<file path="src/rtl/data_mem_responder.sv">
// data_mem_responder
//   Single-port 32-bit data memory with a req/ack handshake and a fixed
//   number of wait states per access. Each request is latched on
//   acceptance. The response is a one-cycle ack carrying rdata and err.
//   After each response there is one IDLE cycle before the next request
//   can be accepted.
//
// Parameters
//   WAIT_CYCLES  wait states before each response (0..7)
//   DEPTH_LOG2   word-address width; the memory holds 2**DEPTH_LOG2 words
//
// Ports
//   clk    rising-edge clock
//   reset  synchronous, active-low
//   req    access request, held high by the initiator until ack
//   we     1 = write, 0 = read
//   addr   byte address; bits [DEPTH_LOG2+1:2] select the word
//   wdata  write data
//   be     byte enables, be[0] covers wdata[7:0]
//   ack    one-cycle response strobe
//   rdata  read data, zero whenever ack is low
//   err    misaligned access flag, only meaningful with ack
//   stall  pipeline freeze for the initiator (req & ~ack)
//
// Build option
//   DMEM_BYTE_WRITE_EN  when defined, writes honour be. Otherwise every
//                       write updates the full word.

module data_mem_responder #(
  parameter int unsigned WAIT_CYCLES = 2,
  parameter int unsigned DEPTH_LOG2  = 6
) (
  input  logic        clk,
  input  logic        reset,
  input  logic        req,
  input  logic        we,
  input  logic [31:0] addr,
  input  logic [31:0] wdata,
  input  logic [3:0]  be,
  output logic        ack,
  output logic [31:0] rdata,
  output logic        err,
  output logic        stall
);

  typedef enum logic [1:0] {
    IDLE,
    WAIT,
    RESP
  } state_t;

  localparam logic [2:0] WAIT_LOAD = 3'(WAIT_CYCLES);

  state_t                  state, state_nxt;
  logic [2:0]              cnt, cnt_nxt;
  logic                    accept;

  logic                    we_q;
  logic [DEPTH_LOG2-1:0]   word_q;
  logic [1:0]              off_q;
  logic [31:0]             wdata_q;
  logic [3:0]              wmask;
  logic                    misaligned;

  logic [31:0]             mem [0:(1 << DEPTH_LOG2) - 1];

  // Address bits above the word index are dropped, so addresses wrap.
  logic                    unused_inputs;

  assign accept = (state == IDLE) && req;

  always_comb begin
    state_nxt = state;
    cnt_nxt   = cnt;
    case (state)
      IDLE: begin
        if (req) begin
          cnt_nxt   = WAIT_LOAD;
          state_nxt = (WAIT_LOAD == 3'd0) ? RESP : WAIT;
        end
      end
      WAIT: begin
        cnt_nxt = (cnt == 3'd0) ? 3'd0 : cnt - 3'd1;
        if (cnt <= 3'd1) begin
          state_nxt = RESP;
        end
      end
      RESP: begin
        state_nxt = IDLE;
      end
      default: begin
        state_nxt = IDLE;
      end
    endcase
  end

  always_ff @(posedge clk) begin
    if (!reset) begin
      state <= IDLE;
      cnt   <= '0;
    end else begin
      state <= state_nxt;
      cnt   <= cnt_nxt;
    end
  end

  // Request capture. Inputs are ignored after acceptance.
  always_ff @(posedge clk) begin
    if (reset && accept) begin
      we_q    <= we;
      word_q  <= addr[DEPTH_LOG2+1:2];
      off_q   <= addr[1:0];
      wdata_q <= wdata;
    end
  end

`ifdef DMEM_BYTE_WRITE_EN
  logic [3:0] be_q;

  always_ff @(posedge clk) begin
    if (reset && accept) begin
      be_q <= be;
    end
  end

  assign wmask         = be_q;
  assign unused_inputs = ^{addr[31:DEPTH_LOG2+2]};
`else
  assign wmask         = 4'hF;
  assign unused_inputs = ^{addr[31:DEPTH_LOG2+2], be};
`endif

  assign misaligned = (off_q != 2'b00);
  assign ack        = (state == RESP);
  assign err        = ack && misaligned;
  assign rdata      = (ack && !we_q && !misaligned) ? mem[word_q] : '0;
  assign stall      = req && !ack;

  // The write lands on the edge that ends RESP. A reset on that edge
  // abandons the access. Memory itself is never cleared.
  always_ff @(posedge clk) begin
    if (reset && ack && we_q && !misaligned) begin
      for (int unsigned i = 0; i < 4; i++) begin
        if (wmask[i]) begin
          mem[word_q][8*i +: 8] <= wdata_q[8*i +: 8];
        end
      end
    end
  end

endmodule

</file>
<file path="config.mk">
export PLATFORM = sky130hd
export DESIGN_NAME = data_mem_responder
export DESIGN_NICKNAME = d
export VERILOG_FILES = /design/src/rtl/data_mem_responder.sv
export SDC_FILE = /design/constraint.sdc
export NUM_CORES = 2
export LEC_CHECK = 0
export ABC_CLOCK_PERIOD_IN_PS = 3450
export BUFFER_PORTS_ARGS = -buffer_cell sky130_fd_sc_hd__buf_2
export CAP_MARGIN = 20
export CORE_ASPECT_RATIO = 1.4
export CORE_UTILIZATION = 55
export DETAILED_ROUTE_END_ITERATION = 16
export PLACE_DENSITY = 0.82
export SLEW_MARGIN = 5
export SYNTH_ARGS = -nofsm -noshare
export SYNTH_HDL_FRONTEND = slang
export SYNTH_SLANG_ARGS = --single-unit
</file>
<file path="constraint.sdc">
create_clock -name clk -period 3.45 [get_ports clk]
set_input_delay 0.8625 -clock clk [delete_from_list [all_inputs] [get_ports clk]]
set_output_delay 0.8625 -clock clk [all_outputs]
set_load 0.03 [all_outputs]
</file>
==> impl_metrics.tcl <==
set metrics [dict create \
    utilization_pct 66.3 \
    clock_latency_ps 870 \
    globalRouteTotalUtil_pct 36.1 \
    rsz0062_at_grt "true" \
    numClockSinks 2100 \
    numCtsBuffers 174 \
    syn-num-nets 3410 \
    via_per_inst 7.69 \
    syn2layout_area_growth_pct 19.4 \
    finalPower_w 0.0536 \
    cts_htree_levels 4 \
    fin_crit_ps 4620 \
    worst-setup-path-type "register to primary output" \
    clock_skew_ps 47.0 \
    io_pins 107 \
    ant_nets 0 \
    syn-cell-area_um2 80200 \
    place.gp.congestion 0.849 \
    synth-seq-cells 2100 \
    wl_um 286000 \
    rows 165 \
    drt_pass1_iterations 9 \
    root_buffer "clkbuf_16" \
    rr_startpoint "off_q[1]" \
    finalSetupViolations 32 \
    rr_worst_depth 8 \
    initial_core_util_pct 55.5 \
    path_max_fanout 7 \
    fin_ws_ps -1170 \
    ys_types 50 \
    hold_buffers 0 \
    cts_max_path_buffers 3 \
    avgSynthCellArea_um2 24.0 \
    coreArea_um2 145000 \
    hold_viol 0 \
    grt_overflow 0 \
    wl_per_cell_um 47.9 \
    drive_above_1_share_pct 39.8 \
    crit_arrival_ps 3760 \
    fin_crit_sh_pct 134 \
    yosysSeqAreaShare_pct 78.5 \
    synthCells 3336 \
    startpoint_type "register" \
    violations "negative setup slack" \
    tightest_slew_ps 1070 \
    cp.required_ps 2590 \
    maxCapViolations 0 \
    grt_pass1_wl_um 360000 \
    post-route-drc-count 0 \
    maxSlewHeadroom_pct 28.7 \
    dr_total_vias 45900 \
    tns_ps -31150 \
    hold_start "wdata[28]" \
    fmax_mhz 216 \
    grt_max_degree 65 \
    finalNetCount 3980 \
    slew_viol_final 0 \
    cts_tree "done" \
    n_fill_cell 7982 \
    hold_class "primary input to register" \
    status "complete, but fails checks" \
    synth_warnings 0 \
    dieArea_um2 147000 \
    die_w_um 325 \
    synth-main-ff-cell "edfxtp_1" \
    synth-edff-count 2089 \
    drt-initial-drc-count 9494 \
    power-per-cell-area_nw_per_um2 560 \
    vdd_drop_max_mv 0.549 \
    dieHeight_um 454 \
    final-instance-count-excl-fill 5972 \
    clk_pin_slew_ps 70 \
    whs_path_depth 1 \
    multi_input_area_um2 17700 \
    hpwl_um 120000 \
    final-seq-area_um2 63000 \
    critPathCaptureType "primary output" \
    grt_pass1_vias 44800 \
    port_buffers 78 \
    p_leak_nw 30.4 \
    placed_cells 5519 \
    antenna_found_initial 11 \
    async_flop_share_pct 0 \
]
==> layer usage <==
layer / track usage (%) / wire, um
met1: 41.4 / 77000
met2: 57.2 / 131000
met3: 10.6 / 46300
met4: 28.8 / 30900
met5: 0 / 187
==> state kept, by name, indices dropped and copies added (netlist names), named ones only <==
name     cells
wdata_q     32
we_q         1
cnt          3
word_q       6
state        2
mem       2048
off_q        2
==> where the power goes <==
part / switching (W) / total [W] / internal (W)
combinational: 0.00258 / 0.00479 / 0.00221
clock: 0.0100 / 0.0207 / 0.0107
sequential: 0.0000768 / 0.0281 / 0.0280
==> stage by stage <==
stage	hold slack (ps)	setup slack, ps	area [um2]
after floorplan	472	101	80200
after global placement	492	-410	86500
after detailed placement	518	-411	86500
after CTS	159	-953	94800
after global routing	189	-1180	95800
final	196	-1170	95800
==> Yosys cell counts (17+ instances only) <==
cell	instances	area, um2
mux2i_1	99	991
a21oi_1	18	90.1
a31oi_1	19	119
buf_4	46	345
mux2_2	19	214
o22ai_1	17	106
nor2_1	83	312
buf_1	22	82.6
nand2_1	84	315
buf_2	48	240
clkbuf_1	45	169
edfxtp_1	2089	62700
mux4_2	584	13200
==> final timing paths <==
| check | slack, ps | end |
|---|---|---|
| max reg2reg | 60 | mem[3][18] |
| min | 200 | wdata_q[28] |
| min reg2reg | 570 | cnt[2] |
| max | -1170 | rdata[4] |
==> cells in the final DEF, fill, tap and decap left out, types with 9 or more instances in the layout <==
cell type / netlist / routed
clkbuf_16: 0 / 184
clkinv_1: 1 / 40
a22oi_2: 0 / 11
mux2i_2: 0 / 17
buf_2: 48 / 46
clkbuf_1: 45 / 36
mux4_2: 584 / 584
nand2_1: 84 / 74
a31oi_4: 0 / 10
nor2b_1: 13 / 11
clkinv_2: 0 / 24
clkinvlp_4: 0 / 10
buf_6: 13 / 75
o22ai_2: 0 / 9
mux2i_4: 0 / 10
nor2_4: 0 / 64
mux2i_1: 99 / 72
buf_4: 46 / 259
nor2_1: 83 / 18
buf_12: 0 / 131
bufinv_16: 0 / 15
mux2_2: 19 / 14
nand3_1: 13 / 11
buf_8: 0 / 14
buf_16: 0 / 36
edfxtp_1: 2089 / 2089
o211ai_1: 11 / 11
==> worst max-delay path, stage by stage (launching register included) <==
cell	delay (ps)
dfxtp_4	370
buf_12	160
buf_12	120
buf_12	110
buf_16	130
buf_12	150
mux4_2	560
mux2i_1	320
mux2i_1	150
o2111ai_1	230
buf_4	270
nand3_4	140
buf_6	170
==> cells by family after synthesis <==
family                     count (synthesis)  share of synthesized area [%]
DFF                                     2100                           78.5
muxes                                    703                           17.9
and+or+nand+nor                          233                           1.32
buffers and inverters                    181                           1.26
AOI/OAI and AO/OA                        117                          0.980
adders and majority gates                  2                         0.0312
==> cell type report <==
class | count | share of cell area, %
Multi-Input combinational cell | 1055 | 18.5
Clock buffer | 215 | 4.82
Antenna cell | 4 | 0.0105
Inverter | 7 | 0.0301
Timing Repair Buffer | 568 | 7.34
Clock inverter | 103 | 1.03
Sequential cell | 2100 | 65.8
Tap cell | 1920 | 2.51
==> repair_timing <==
item / CTS / global route
setup endpoints to repair: 32 / 32
buffers inserted: 59 / 61
pin swaps: 50 / 47
resized for setup: 277 / 117
cloned: 27 / 5
Power figures use the tool's default switching activity.
